File: config.mk
export PLATFORM = sky130hd
export DESIGN_NAME = crc16_multilane_write_flat
export DESIGN_NICKNAME = d
export VERILOG_FILES = /design/src/rtl/sdhci_dat_pkg.sv /design/src/rtl/crc16_multilane_write_if.sv /design/src/rtl/crc16_lane.sv /design/src/rtl/crc16_multilane_write.sv /design/src/flat_wrapper.sv
export SDC_FILE = /design/constraint.sdc
export NUM_CORES = 1
export LEC_CHECK = 0
export CAP_MARGIN = 20
export CELL_PAD_IN_SITES_DETAIL_PLACEMENT = 2
export CELL_PAD_IN_SITES_GLOBAL_PLACEMENT = 2
export CORE_ASPECT_RATIO = 1.2
export CORE_MARGIN = 2
export CORE_UTILIZATION = 37
export DETAILED_ROUTE_END_ITERATION = 6
export PLACE_DENSITY = 0.94
export SKIP_CTS_REPAIR_TIMING = 1
export SYNTH_ARGS = -nofsm -noshare
export SYNTH_HDL_FRONTEND = slang
export SYNTH_SLANG_ARGS = --single-unit
export TNS_END_PERCENT = 5
File: constraint.sdc
create_clock -name clk_i -period 8.4 [get_ports clk_i]
set_clock_uncertainty 0.2 [all_clocks]
set_input_delay 0.84 -clock clk_i [delete_from_list [all_inputs] [get_ports clk_i]]
set_output_delay 0.84 -clock clk_i [all_outputs]
set_load 0.05 [all_outputs]
File: src/rtl/sdhci_dat_pkg.sv
// Shared constants and state encoding for the SD DAT-line write path.
// Imported by the per-lane CRC register and the multilane framer.
package sdhci_dat_pkg;

   localparam logic [15:0] CRC16_POLY = 16'h1021;
   localparam int          CRC16_LEN  = 16;

   typedef enum logic [2:0] {
      IDLE,
      START,
      DATA,
      CRC,
      END,
      RELEASE
   } dat_wr_state_e;

endpackage

File: src/rtl/crc16_multilane_write_if.sv
// Bundle between the write-data buffer / SD clock generator (master) and the
// DAT-line framer (slave). clk and reset stay outside as plain ports.
interface crc16_multilane_write_if #(
   parameter int NUM_LANES = 4,
   parameter int BLK_LEN_W = 12
);

   logic                 clk_en_i;
   logic                 start_i;
   logic [BLK_LEN_W-1:0] block_len_i;
   logic                 wide_i;
   logic [NUM_LANES-1:0] data_i;
   logic                 data_valid_i;
   logic                 data_ready_o;
   logic [NUM_LANES-1:0] dat_o;
   logic [NUM_LANES-1:0] dat_oe_o;
   logic                 busy_o;
   logic                 done_o;
   logic                 underrun_o;

   modport master (
      output clk_en_i, start_i, block_len_i, wide_i, data_i, data_valid_i,
      input  data_ready_o, dat_o, dat_oe_o, busy_o, done_o, underrun_o
   );

   modport slave (
      input  clk_en_i, start_i, block_len_i, wide_i, data_i, data_valid_i,
      output data_ready_o, dat_o, dat_oe_o, busy_o, done_o, underrun_o
   );

endinterface

File: src/rtl/crc16_lane.sv
// Serial CRC16 (x^16+x^12+x^5+1) register for one DAT lane. The same register
// either absorbs data bits or shifts its contents out MSB first.
module crc16_lane
   import sdhci_dat_pkg::*;
(
   input  logic clk_i,
   input  logic rst_i,
   input  logic en,
   input  logic clr,
   input  logic shift_out,
   input  logic bit_in,
   output logic msb
);

   logic [CRC16_LEN-1:0] crc;
   logic                 fb;

   assign fb  = bit_in ^ crc[CRC16_LEN-1];
   assign msb = crc[CRC16_LEN-1];

   always_ff @(posedge clk_i) begin
      if (rst_i || clr) begin
         crc <= '0;
      end else if (en) begin
         // Zero fill during shift-out leaves the register clean for the next block.
         if (shift_out) crc <= {crc[CRC16_LEN-2:0], 1'b0};
         else           crc <= {crc[CRC16_LEN-2:0], 1'b0} ^ (fb ? CRC16_POLY : '0);
      end
   end

endmodule

File: src/rtl/crc16_multilane_write.sv
// SD DAT-line write framer: start bit, data beats, per-lane CRC16, end bit,
// then release. Line state advances only on clk_en_i ticks.
module crc16_multilane_write
   import sdhci_dat_pkg::*;
#(
   parameter int NUM_LANES = 4,
   parameter int BLK_LEN_W = 12
) (
   input  logic                    clk_i,
   input  logic                    rst_i,
   crc16_multilane_write_if.slave  bus
);

   localparam int CNT_W   = BLK_LEN_W + 3;
   localparam int LANE_SH = $clog2(NUM_LANES);

   dat_wr_state_e        state;
   logic [CNT_W-1:0]     cnt;
   logic [3:0]           crc_cnt;
   logic [BLK_LEN_W-1:0] len_q;
   logic                 wide_q;
   logic [NUM_LANES-1:0] mask;
   logic [CNT_W-1:0]     bit_total;
   logic [CNT_W-1:0]     beats;
   logic                 start_ok;
   logic                 shift_crc;
   logic [NUM_LANES-1:0] lane_en;
   logic [NUM_LANES-1:0] crc_msb;

   assign mask      = wide_q ? {NUM_LANES{1'b1}} : NUM_LANES'(1);
   assign bit_total = {len_q, 3'b000};
   assign beats     = wide_q ? (bit_total >> LANE_SH) : bit_total;
   assign start_ok  = (state == IDLE) && bus.start_i && (bus.block_len_i != '0);
   assign shift_crc = (state == CRC);

   // Combinational so the buffer can pop in the same cycle the beat is taken.
   assign bus.data_ready_o = (state == DATA) && bus.clk_en_i;
   assign bus.busy_o       = (state != IDLE);

   always_comb begin
      lane_en = '0;
      if (bus.clk_en_i && ((state == DATA && bus.data_valid_i) || state == CRC))
         lane_en = mask;
   end

   for (genvar k = 0; k < NUM_LANES; k++) begin : g_lane
      crc16_lane u_lane (
         .clk_i     (clk_i),
         .rst_i     (rst_i),
         .en        (lane_en[k]),
         .clr       (start_ok),
         .shift_out (shift_crc),
         .bit_in    (bus.data_i[k]),
         .msb       (crc_msb[k])
      );
   end

   // NOTE: all state below uses non-blocking assignments so every register
   // samples pre-edge values; blocking here would chain through the case arms.
   always_ff @(posedge clk_i) begin
      if (rst_i) begin
         state          <= IDLE;
         cnt            <= '0;
         crc_cnt        <= '0;
         len_q          <= '0;
         wide_q         <= 1'b0;
         bus.dat_o      <= '1;
         bus.dat_oe_o   <= '0;
         bus.done_o     <= 1'b0;
         bus.underrun_o <= 1'b0;
      end else begin
         bus.done_o <= 1'b0;
         case (state)
            IDLE: begin
               if (start_ok) begin
                  len_q          <= bus.block_len_i;
                  wide_q         <= bus.wide_i;
                  bus.underrun_o <= 1'b0;
                  state          <= START;
               end
            end
            START: begin
               if (bus.clk_en_i) begin
                  bus.dat_o    <= ~mask;
                  bus.dat_oe_o <= mask;
                  cnt          <= beats - CNT_W'(1);
                  state        <= DATA;
               end
            end
            DATA: begin
               if (bus.clk_en_i) begin
                  if (bus.data_valid_i) begin
                     bus.dat_o <= (bus.data_i & mask) | ~mask;
                     if (cnt == '0) begin
                        crc_cnt <= 4'd15;
                        state   <= CRC;
                     end else begin
                        cnt <= cnt - CNT_W'(1);
                     end
                  end else begin
                     // Starved: close the frame early; the receiver sees a bad CRC.
                     bus.underrun_o <= 1'b1;
                     bus.dat_o      <= '1;
                     state          <= END;
                  end
               end
            end
            CRC: begin
               if (bus.clk_en_i) begin
                  bus.dat_o <= (crc_msb & mask) | ~mask;
                  if (crc_cnt == 4'd0) state <= END;
                  else                 crc_cnt <= crc_cnt - 4'd1;
               end
            end
            END: begin
               if (bus.clk_en_i) begin
                  bus.dat_o <= '1;
                  state     <= RELEASE;
               end
            end
            RELEASE: begin
               if (bus.clk_en_i) begin
                  bus.dat_oe_o <= '0;
                  bus.done_o   <= 1'b1;
                  state        <= IDLE;
               end
            end
            default: state <= IDLE;
         endcase
      end
   end

endmodule

File: src/flat_wrapper.sv
// flat-port wrapper written by rule: the top's interface ports become plain ports
module crc16_multilane_write_flat import sdhci_dat_pkg::*;
#(
   parameter int NUM_LANES = 4,
   parameter int BLK_LEN_W = 12
)
  (clk_i, rst_i, bus_clk_en_i, bus_start_i, bus_block_len_i, bus_wide_i, bus_data_i, bus_data_valid_i, bus_data_ready_o, bus_dat_o, bus_dat_oe_o, bus_busy_o, bus_done_o, bus_underrun_o);
  crc16_multilane_write_if #(.NUM_LANES(NUM_LANES), .BLK_LEN_W(BLK_LEN_W)) bus_i ();
  input  logic clk_i;
  input  logic rst_i;
  input wire logic [$bits(bus_i.clk_en_i)-1:0] bus_clk_en_i;
  input wire logic [$bits(bus_i.start_i)-1:0] bus_start_i;
  input wire logic [$bits(bus_i.block_len_i)-1:0] bus_block_len_i;
  input wire logic [$bits(bus_i.wide_i)-1:0] bus_wide_i;
  input wire logic [$bits(bus_i.data_i)-1:0] bus_data_i;
  input wire logic [$bits(bus_i.data_valid_i)-1:0] bus_data_valid_i;
  output wire logic [$bits(bus_i.data_ready_o)-1:0] bus_data_ready_o;
  output wire logic [$bits(bus_i.dat_o)-1:0] bus_dat_o;
  output wire logic [$bits(bus_i.dat_oe_o)-1:0] bus_dat_oe_o;
  output wire logic [$bits(bus_i.busy_o)-1:0] bus_busy_o;
  output wire logic [$bits(bus_i.done_o)-1:0] bus_done_o;
  output wire logic [$bits(bus_i.underrun_o)-1:0] bus_underrun_o;
  assign bus_i.clk_en_i = bus_clk_en_i;
  assign bus_i.start_i = bus_start_i;
  assign bus_i.block_len_i = bus_block_len_i;
  assign bus_i.wide_i = bus_wide_i;
  assign bus_i.data_i = bus_data_i;
  assign bus_i.data_valid_i = bus_data_valid_i;
  assign bus_data_ready_o = bus_i.data_ready_o;
  assign bus_dat_o = bus_i.dat_o;
  assign bus_dat_oe_o = bus_i.dat_oe_o;
  assign bus_busy_o = bus_i.busy_o;
  assign bus_done_o = bus_i.done_o;
  assign bus_underrun_o = bus_i.underrun_o;
  crc16_multilane_write #(.NUM_LANES(NUM_LANES), .BLK_LEN_W(BLK_LEN_W)) u_core (.clk_i(clk_i), .rst_i(rst_i), .bus(bus_i));
endmodule
==> results.yml <==
placement:
  dpl-instance-area_mm2: 0.00538
  place_congestion: 0.785
  io_buffers: 33
  hpwl_um: 10500
clock_network:
  root_buffer: "clkbuf_16"
  clk_pin_slew_ns: 0.07
  clk_latency_ns: 0.36
  cts_buffers: 9
  cts_tree: "built"
  cts-htree-levels: 3
  numClockSinks: 107
  cts_max_path_buffers: 2
pwr:
  power_leakage_nw: 1.96
  p_per_area_mw_per_mm2: 244
  ir_drop_mv: 0.109
  combPwrFrac: 0.269
  switchingPower_w: 0.000499
  clkPwrFrac: 0.308
  swShare: 0.361
  p_int_w: 0.000884
  pwr-share-seq: 0.423
critical_path:
  r2r_slack_ns: 4.67
  crit_path_max_fanout: 15
  cp-start-kind: "input port"
  worstPathArrival_ns: 2.73
  crit_required_ns: 7.36
  worstSetupEndpointType: "primary output"
  timing_worst_setup_path_type: "in2out"
sta:
  hold_viol_final: 0
  fin_crit_sh: 0.449
  setup_tns_ns: 0
  slew_viol_final: 0
  fmax_mhz: 265
  setup_viol_count_final: 0
  grt_setup_unrepaired: "no"
  fin_crit_ns: 3.77
  relSlewSlack: 0.291
  tightest_slew_ns: 1.06
layout:
  syn2layout_area_growth_pct: 13.1
  design_area_mm2: 0.00567
  layout.nets: 671
  antenna_cells: 0
  drive_gt1_frac: 0.0552
synth:
  synth_edf_count: 0
  ys.flop_type: "dfxtp_1"
  postSynthAreaPerCell_um2: 7.76
  async_reset_ff_frac: 0
  synth_top_area_share: 0.427
  synthCells: 646
  ys_warn_count: 0
  synth_cell_types: 58
  yosys-top-cells-area: "dfxtp_1 43%, nand2_1 11%, a21oi_1 9.4%"
  syn_nets: 670
  ys_ff_latch: 107
  ys_seq_area_frac: 0.427
  yosys.area.top_type: "dfxtp_1"
  syn-cell-area_mm2: 0.00502
detailed_routing:
  totalWireLength_um: 16500
  antenna_left: 0
  wl_per_cell_um: 20.2
  dr.pass1.iters: 4
  drt_iter0_drc: 199
  vias: 4708
  vias_per_cell: 5.74
  drt_drc_violations_left: 0
global_route:
  antenna_found_initial: 0
  grt_pass1_wl_um: 27300
  grt_usage: 0.239
  overflow: 0
  grt_max_degree: 66
  grt_pass1_vias: 5287
floorplan:
  ios: 34
  fp-row-count: 46
  initial_utilization: 0.379
  die_x_um: 110
  core-area_mm2: 0.0132
  die_h_um: 132
  die-area_mm2: 0.0145
status:
  outcome: "complete, no violations"
job:
  maxCapViolCount: 0
min_path:
  hold_path_class: "reg2reg"
## critical path, stage by stage
cell	delay (ns)
clkdlybuf4s50_1	0.82
and2_1	0.25
clkdlybuf4s50_1	0.81
## cell usage after synthesis (all sizes together) (4+ instances only)
cell type / instances
nor2: 57
a211oi: 16
clkbuf: 31
dfxtp: 107
buf: 19
o21ai: 21
a31oi: 6
or3: 4
or2: 6
xor2: 13
nand3: 15
inv: 7
a21oi: 95
nand2: 142
nor3: 12
nor3b: 8
xnor2: 4
and3: 4
mux2i: 23
nor4: 5
and2: 4
## logic make-up (layout without fill, tap and decap cells)
| logic type | Yosys count | count (layout) | synth area share |
|---|---|---|---|
| and+or+nand+nor | 273 | 273 | 0.245 |
| AOI/OAI and AO/OA | 167 | 167 | 0.197 |
| DFF | 107 | 107 | 0.427 |
| buffers and inverters | 57 | 63 | 0.0501 |
| muxes | 23 | 23 | 0.0459 |
| xor gates and xnor gates | 17 | 17 | 0.0297 |
| adders and majority gates | 2 | 2 | 0.00499 |
## final timing paths
check,start,endpoint,cells after the start
setup / recovery,bus_clk_en_i,bus_data_ready_o,3
hold / removal,u_core.g_lane[2].u_lane.crc[8]$_SDFFE_PP0P_,u_core.g_lane[2].u_lane.crc[9]$_SDFFE_PP0P_,2
setup reg to reg,u_core.state[1]$_SDFFE_PP0P_,u_core.cnt[12]$_SDFFE_PP0P_,9
hold reg to reg,u_core.g_lane[2].u_lane.crc[8]$_SDFFE_PP0P_,u_core.g_lane[2].u_lane.crc[9]$_SDFFE_PP0P_,2
## placed cells by master, fill, tap and decap left out, types with 3 or more instances in the layout
cell,count
nand2_1,142
dfxtp_1,107
a21oi_1,94
nor2_1,57
clkdlybuf4s50_1,33
mux2i_1,23
o21ai_0,19
nand3_1,15
a211oi_1,15
xor2_1,13
nor3_1,11
clkbuf_16,9
inv_1,7
nor3b_1,7
or2_2,6
a31oi_1,6
buf_4,6
and3_1,4
or3_1,4
xnor2_1,4
and2_1,3
nor4_1,3
nor2b_1,3
o31ai_1,3
o311ai_0,3
nand2b_1,3
## area by class of cell
cell class,instances,area [um^2]
fillers,1481,7560
multi-input cells,482,2630
flip-flops and latches,107,2140
repair buffers,40,380
clock buffers,10,239
well taps,168,210
clock inverters,6,48.8
inverters,7,26.3
## power groups by stage
stage | logic (W) | clock network (W) | registers [W]
3_3_place_gp | 0.000334 | 0 | 0.000589
3_5_place_dp | 0.000361 | 0 | 0.000594
2_1_floorplan | 0.000267 | 0 | 0.000582
5_1_grt | 0.000405 | 0.000453 | 0.000589
4_1_cts | 0.000370 | 0.000438 | 0.000584
6_report | 0.000373 | 0.000426 | 0.000585
## through the flow
| stage | util | power, W | hold WS (ns) | setup slack, ns | instances |
|---|---|---|---|---|---|
| global placement | 0.407 | 0.000922 | 0.237 | 4.69 | 803 |
| finish | 0.429 | 0.00138 | 0.256 | 4.63 | 820 |
| global route | 0.429 | 0.00145 | 0.283 | 4.39 | 820 |
| detailed placement | 0.407 | 0.000955 | 0.250 | 4.48 | 803 |
| CTS | 0.428 | 0.00139 | 0.262 | 4.43 | 819 |
| floorplan | - | 0.000849 | 0.232 | 5.50 | 646 |
## flip-flops by register name (all words and copies together) (netlist names)
name,count
u_core.cnt,15
u_core.bus.dat_o,4
u_core.crc_cnt,4
u_core.state,3
u_core.bus.dat_oe_o,2
u_core.wide_q,1
u_core.bus.done_o,1
u_core.g_lane.u_lane.crc,64
u_core.bus.underrun_o,1
u_core.len_q,12
## routing by layer
layer	vias up	part of all wire	track usage	wire [um]
li1	2224	-	-	-
met1	2375	0.42	0.278	6920
met2	65	0.53	0.427	8800
met3	44	0.018	0.0298	302
met4	0	0.031	0.103	520
met5	-	0	0	0
Note: power is estimated with default switching activity, not from simulation.
